$ cat src/rtl/p4_operand_sequencer.sv
// Operand sequencer for the P4 adder: registers operands, waits a fixed settle
// time, captures sum/carry/overflow and holds them until downstream accepts.
package p4_pkg;
  localparam int unsigned NBIT = 32;
endpackage

module p4_operand_sequencer
  import p4_pkg::*;
#(
  parameter int unsigned nbit          = NBIT,
  parameter int unsigned SETTLE_CYCLES = 1
) (
  input  logic            clk,
  input  logic            rst,
  input  logic            in_valid,
  output logic            in_ready,
  input  logic [nbit-1:0] in_a,
  input  logic [nbit-1:0] in_b,
  input  logic            in_cin,
  output logic [nbit-1:0] a,
  output logic [nbit-1:0] b,
  output logic            cin,
  input  logic [nbit-1:0] s,
  input  logic            cout,
  output logic            out_valid,
  input  logic            out_ready,
  output logic [nbit-1:0] out_s,
  output logic            out_cout,
  output logic            out_ovf,
  output logic [15:0]     op_count
);

  localparam int unsigned CNT_W = 4;
  localparam int unsigned OPC_W = 16;

  typedef enum logic [1:0] {
    IDLE   = 2'd0,
    SETTLE = 2'd1,
    HOLD   = 2'd2
  } state_e;

  state_e             state_q, state_d;
  logic [CNT_W-1:0]   cnt_q, cnt_d;
  logic [nbit-1:0]    a_q, a_d, b_q, b_d;
  logic               cin_q, cin_d;
  logic [nbit-1:0]    out_s_q, out_s_d;
  logic               out_cout_q, out_cout_d;
  logic               out_ovf_q, out_ovf_d;
  logic [OPC_W-1:0]   op_count_q, op_count_d;
  logic               in_ready_q, in_ready_d;
  logic               out_valid_q, out_valid_d;
  logic               ovf_c;

  // Signed overflow: like-signed operands producing a differently-signed sum
  assign ovf_c = (a_q[nbit-1] == b_q[nbit-1]) && (s[nbit-1] != a_q[nbit-1]);

  // Next-state and datapath update
  always_comb begin
    state_d     = state_q;
    cnt_d       = cnt_q;
    a_d         = a_q;
    b_d         = b_q;
    cin_d       = cin_q;
    out_s_d     = out_s_q;
    out_cout_d  = out_cout_q;
    out_ovf_d   = out_ovf_q;
    op_count_d  = op_count_q;
    in_ready_d  = 1'b0;
    out_valid_d = 1'b0;

    case (state_q)
      IDLE: begin
        if (in_valid) begin
          a_d     = in_a;
          b_d     = in_b;
          cin_d   = in_cin;
          cnt_d   = CNT_W'(SETTLE_CYCLES);
          state_d = SETTLE;
        end
      end
      SETTLE: begin
        if (cnt_q == CNT_W'(1)) begin
          out_s_d    = s;
          out_cout_d = cout;
          out_ovf_d  = ovf_c;
          cnt_d      = '0;
          state_d    = HOLD;
        end else begin
          cnt_d = cnt_q - CNT_W'(1);
        end
      end
      HOLD: begin
        if (out_ready) begin
          op_count_d = op_count_q + OPC_W'(1);
          state_d    = IDLE;
        end
      end
      default: state_d = IDLE;
    endcase

    in_ready_d  = (state_d == IDLE);
    out_valid_d = (state_d == HOLD);
  end

  // State and output registers
  always_ff @(posedge clk) begin
    if (rst) begin
      state_q     <= IDLE;
      cnt_q       <= '0;
      a_q         <= '0;
      b_q         <= '0;
      cin_q       <= 1'b0;
      out_s_q     <= '0;
      out_cout_q  <= 1'b0;
      out_ovf_q   <= 1'b0;
      op_count_q  <= '0;
      in_ready_q  <= 1'b1;
      out_valid_q <= 1'b0;
    end else begin
      state_q     <= state_d;
      cnt_q       <= cnt_d;
      a_q         <= a_d;
      b_q         <= b_d;
      cin_q       <= cin_d;
      out_s_q     <= out_s_d;
      out_cout_q  <= out_cout_d;
      out_ovf_q   <= out_ovf_d;
      op_count_q  <= op_count_d;
      in_ready_q  <= in_ready_d;
      out_valid_q <= out_valid_d;
    end
  end

  assign in_ready  = in_ready_q;
  assign out_valid = out_valid_q;
  assign a         = a_q;
  assign b         = b_q;
  assign cin       = cin_q;
  assign out_s     = out_s_q;
  assign out_cout  = out_cout_q;
  assign out_ovf   = out_ovf_q;
  assign op_count  = op_count_q;

endmodule

$ cat config.mk
export PLATFORM = sky130hd
export DESIGN_NAME = p4_operand_sequencer
export DESIGN_NICKNAME = d
export VERILOG_FILES = /design/src/rtl/p4_operand_sequencer.sv
export SDC_FILE = /design/constraint.sdc
export NUM_CORES = 1
export LEC_CHECK = 0
export ABC_CLOCK_PERIOD_IN_PS = 2000
export CORE_ASPECT_RATIO = 0.5
export CORE_MARGIN = 2
export CORE_UTILIZATION = 40
export CTS_CLUSTER_SIZE = 28
export DETAILED_ROUTE_END_ITERATION = 8
export PLACE_DENSITY_LB_ADDON = 0.1
export SYNTH_ARGS = -nofsm -noshare
export SYNTH_HDL_FRONTEND = slang
export SYNTH_SLANG_ARGS = --single-unit
$ cat constraint.sdc
create_clock -name clk -period 2 [get_ports clk]
set_input_delay 0.3 -clock clk [delete_from_list [all_inputs] [get_ports clk]]
set_output_delay 0.3 -clock clk [all_outputs]
set_load 0.05 [all_outputs]
==> impl_results.md <==
- Outcome: complete, no violations
- Max H-tree Level: 4
- Total gr overflow: 0
- Switch Pwr: approximately 2.0 mW
- Slew Limit Headroom: 0.637
- Share of total power consumed by net switching: 0.289
- Top cell type's share of synthesized area: 0.549
- Mean post-synth cell area: 8.15 um2
- Total stage count of the critical path: 1
- Row count: 27
- Largest net degree at the start of global routing: 56
- CP Max Fanout: 5
- Setup total negative slack: 0 ps
- Sequential element share of the synthesized area: 0.549
- Crit Reg-Reg Startpoint: cnt_q[0]
- Maximum operating frequency: 0.510 GHz
- Initial cell density of the core: 0.410
- Int Pwr: approximately 4.8 mW
- Total of endpoints with negative setup slack in the final report: 0
- Clock Pin Slew Worst Setup and Hold Paths: approximately 50 ps
- Proportion of layout cells with a drive suffix above 1: 0.0696
- Total routing usage reported by global routing: 0.206
- Dominant delay contributor by cell family on the critical path: buffers and inverters
- Setup crit start kind: register
- Cts-stage hold buffer count: 0
- I/O pin count: 219
- Synth Net Count: 655
- Clock power share: 0.410
- Number of cells traversed by the worst register-to-register path: 6
- Overall die width: 154 um
- Worst min-delay path endpoint: cnt_q[1]
- Initial DRC Count: 206
- Total leakage power: 2.74 nW
- Unrepaired setup endpoints after global routing: false
- FFs w/ async S/R, synth: 0
- Die footprint: 12100 um2
- Routed WL per cell: 13.8 um
- Period utilization: 0.981
- Hold path start: rst
- Number of sinks driven by the clock tree: between 100 and 150
- Count of antenna diodes in the layout: 0
- Final setup slack of the worst path: 37.8 ps
- Tightest Pin Transition: 543 ps
- Sequential fraction of design power: 0.394
- Power Total: 6.76 mW
- Type of the most critical hold path: input pin to register
- Vias in the first global route: 4088
- Setup clock skew after layout: between 8 and 9 ps
- Number of buffers on the longest clock path: 2
- Number of max-cap violations: 0
- CP max-delay cell: sky130_fd_sc_hd__clkdlybuf4s50_1
- CTS tree: yes
- Count of endpoints failing hold in the final timing report: 0
- Post-placement setup slack: 113 ps
- Remaining routing DRC violations: 0
- Number of buffer and inverter instances along the worst setup path: 1
- Period minus WS final: 1960 ps
- RD Place Congestion: 0.772
- Die height: 78.9 um
- Number of detailed-routing iterations run before antenna repair: 4
- Slowest stage delay, CP: 840 ps
- Number of standard cells in the layout, taps in and fillers out: 921
- Synthesis Warnings: 0
- Worst flop-to-flop path endpoint: out_s[12]
- Crit-path cells: clkdlybuf4s50_1
- Sum of net half-perimeters after detailed placement: 8380 um
- Ranking of synthesized cells by area: sky130_fd_sc_hd__dfxtp_1, sky130_fd_sc_hd__nand2_1, sky130_fd_sc_hd__a21oi_1
- Power Density: 914 nW/um2
- Post-Synthesis Cells: 550
- Antenna-violating nets left: 0
- Maximum vdd drop: 0.649 mV
- Relative area change from synthesis to final layout: 65.0%
- Share of power burned in combinational logic: 0.196
- Buffers added on ports: 218
- Library cells used by synthesis: 40
- Initial antenna violation count: 0
- Net count, final: ~870
- Count of flip-flops with a built-in enable after synthesis: 0
- Worst setup EP type: output pin
- Minimum setup slack among reg-to-reg paths: about 250 ps
- Hold-critical path depth: 2
- Core Region: 10900 um2
- Number of vias per cell: 4.76
- Post-placement cell count: 890
- Leading cell types by count after synthesis: sky130_fd_sc_hd__nand2_1, sky130_fd_sc_hd__dfxtp_1, sky130_fd_sc_hd__a21oi_1, sky130_fd_sc_hd__clkbuf_1, sky130_fd_sc_hd__nor2_1
- Post-Route WL: 12700 um
- Number of synthesized register bits: about 120
- Clk Tree Root Cell: sky130_fd_sc_hd__clkbuf_16
- DR vias: 4386
- Worst path required time: ~1700 ps
- Library cell with the largest summed area after synthesis: sky130_fd_sc_hd__dfxtp_1
- Total CTS buffers: 17
- Arrival time reported for the critical path endpoint: ~1700 ps
- Top-count cell post-synth: sky130_fd_sc_hd__nand2_1
- Category of the most critical setup path: register to output pin
- Syn Std Cell Area: 4480 um2
- Slew Limit Fails: 0
- Wire length of the first global-routing pass: roughly 20000 um
- Commonest register cell after synthesis: sky130_fd_sc_hd__dfxtp_1
- Clock latency on the worst-skew pair: roughly 410 ps
-- flip-flops by register name, indices dropped and copies added, names as in the netlist --
register   count
state_q        2
a             32
cnt_q          4
b             32
out_valid      1
out_s         32
in_ready       1
cin            1
out_ovf        1
op_count      16
out_cout       1
-- area by class of cell --
cell class	instances	area, um2
Clock inverter	12	103
Timing Repair Buffer	231	2350
Fill cell	930	3550
Tap cell	145	181
Inverter	3	11.3
Clock buffer	19	433
Sequential cell	123	2460
Multi-Input combinational cell	388	1860
-- per-layer routing --
metal / routed length [um] / vias up / track usage
met5: 0 / - / 0
met4: 123 / 0 / 0.0798
met3: 1040 / 10 / 0.0813
met2: 5920 / 135 / 0.336
met1: 5590 / 2007 / 0.247
li1: - / 2234 / -
-- cell usage in the layout, fill, tap and decap left out, drive strengths merged, types with 2 or more instances in the layout --
cell / netlist / layout
and4: 2 / 2
ha: 3 / 3
dlygate4sd2: 0 / 5
or3: 2 / 2
or3b: 3 / 3
clkinvlp: 0 / 4
buf: 12 / 14
nand4: 5 / 5
nand4b: 2 / 2
nor2: 16 / 16
dlymetal6s2s: 0 / 2
dfxtp: 123 / 123
nand3: 5 / 5
a21oi: 109 / 109
nand2: 201 / 201
inv: 3 / 3
o31ai: 4 / 4
clkbuf: 24 / 19
clkinv: 0 / 7
and3: 2 / 2
xor2: 8 / 8
nand2b: 2 / 2
or4: 4 / 4
o21ai: 4 / 4
clkdlybuf4s50: 0 / 210
nor2b: 5 / 5
-- kinds of logic (layout without fill, tap and decap cells) --
group | count (synthesis) | in the layout | share of synthesized area
simple gates | 253 | 253 | 0.242
flops | 123 | 123 | 0.549
compound gates | 122 | 122 | 0.142
buf+inv | 39 | 265 | 0.0388
xor+xnor | 9 | 9 | 0.0176
fa+ha+maj | 3 | 3 | 0.00837
mux | 1 | 1 | 0.00223
-- through the flow --
step,utilization,cell area (um2),hold WS [ps]
2_1_floorplan,-,4480,436
5_1_grt,0.676,7400,341
3_3_place_gp,0.627,6860,441
4_1_cts,0.675,7390,314
3_5_place_dp,0.627,6860,445
6_report,0.676,7400,321
-- worst max-delay path by stage --
| stage | slack, ps | end | startpoint |
|---|---|---|---|
| after floorplan | 60 | op_count[14] | op_count[0] |
| after global placement | 150 | op_count[14] | out_ready |
| after detailed placement | 110 | op_count[12] | out_ready |
| after CTS | 6 | op_count[5] | op_count[5] |
| after global routing | 5 | op_count[5] | op_count[5] |
| final | 40 | op_count[5] | op_count[5] |
-- power by group through the flow --
stage	combinational [mW]	sequential, mW	clock [mW]
floorplan	0.334	3.15	0
global route	1.41	2.68	2.96
CTS	1.34	2.66	2.84
global placement	1.32	2.71	0
detailed placement	1.33	2.71	0
finish	1.33	2.66	2.77
-- what timing repair did --
action,CTS,global route
gates resized for setup,5,2
setup buffers,0,0
endpoints found under the setup margin,5,2
(Power assumes the default switching activity.)
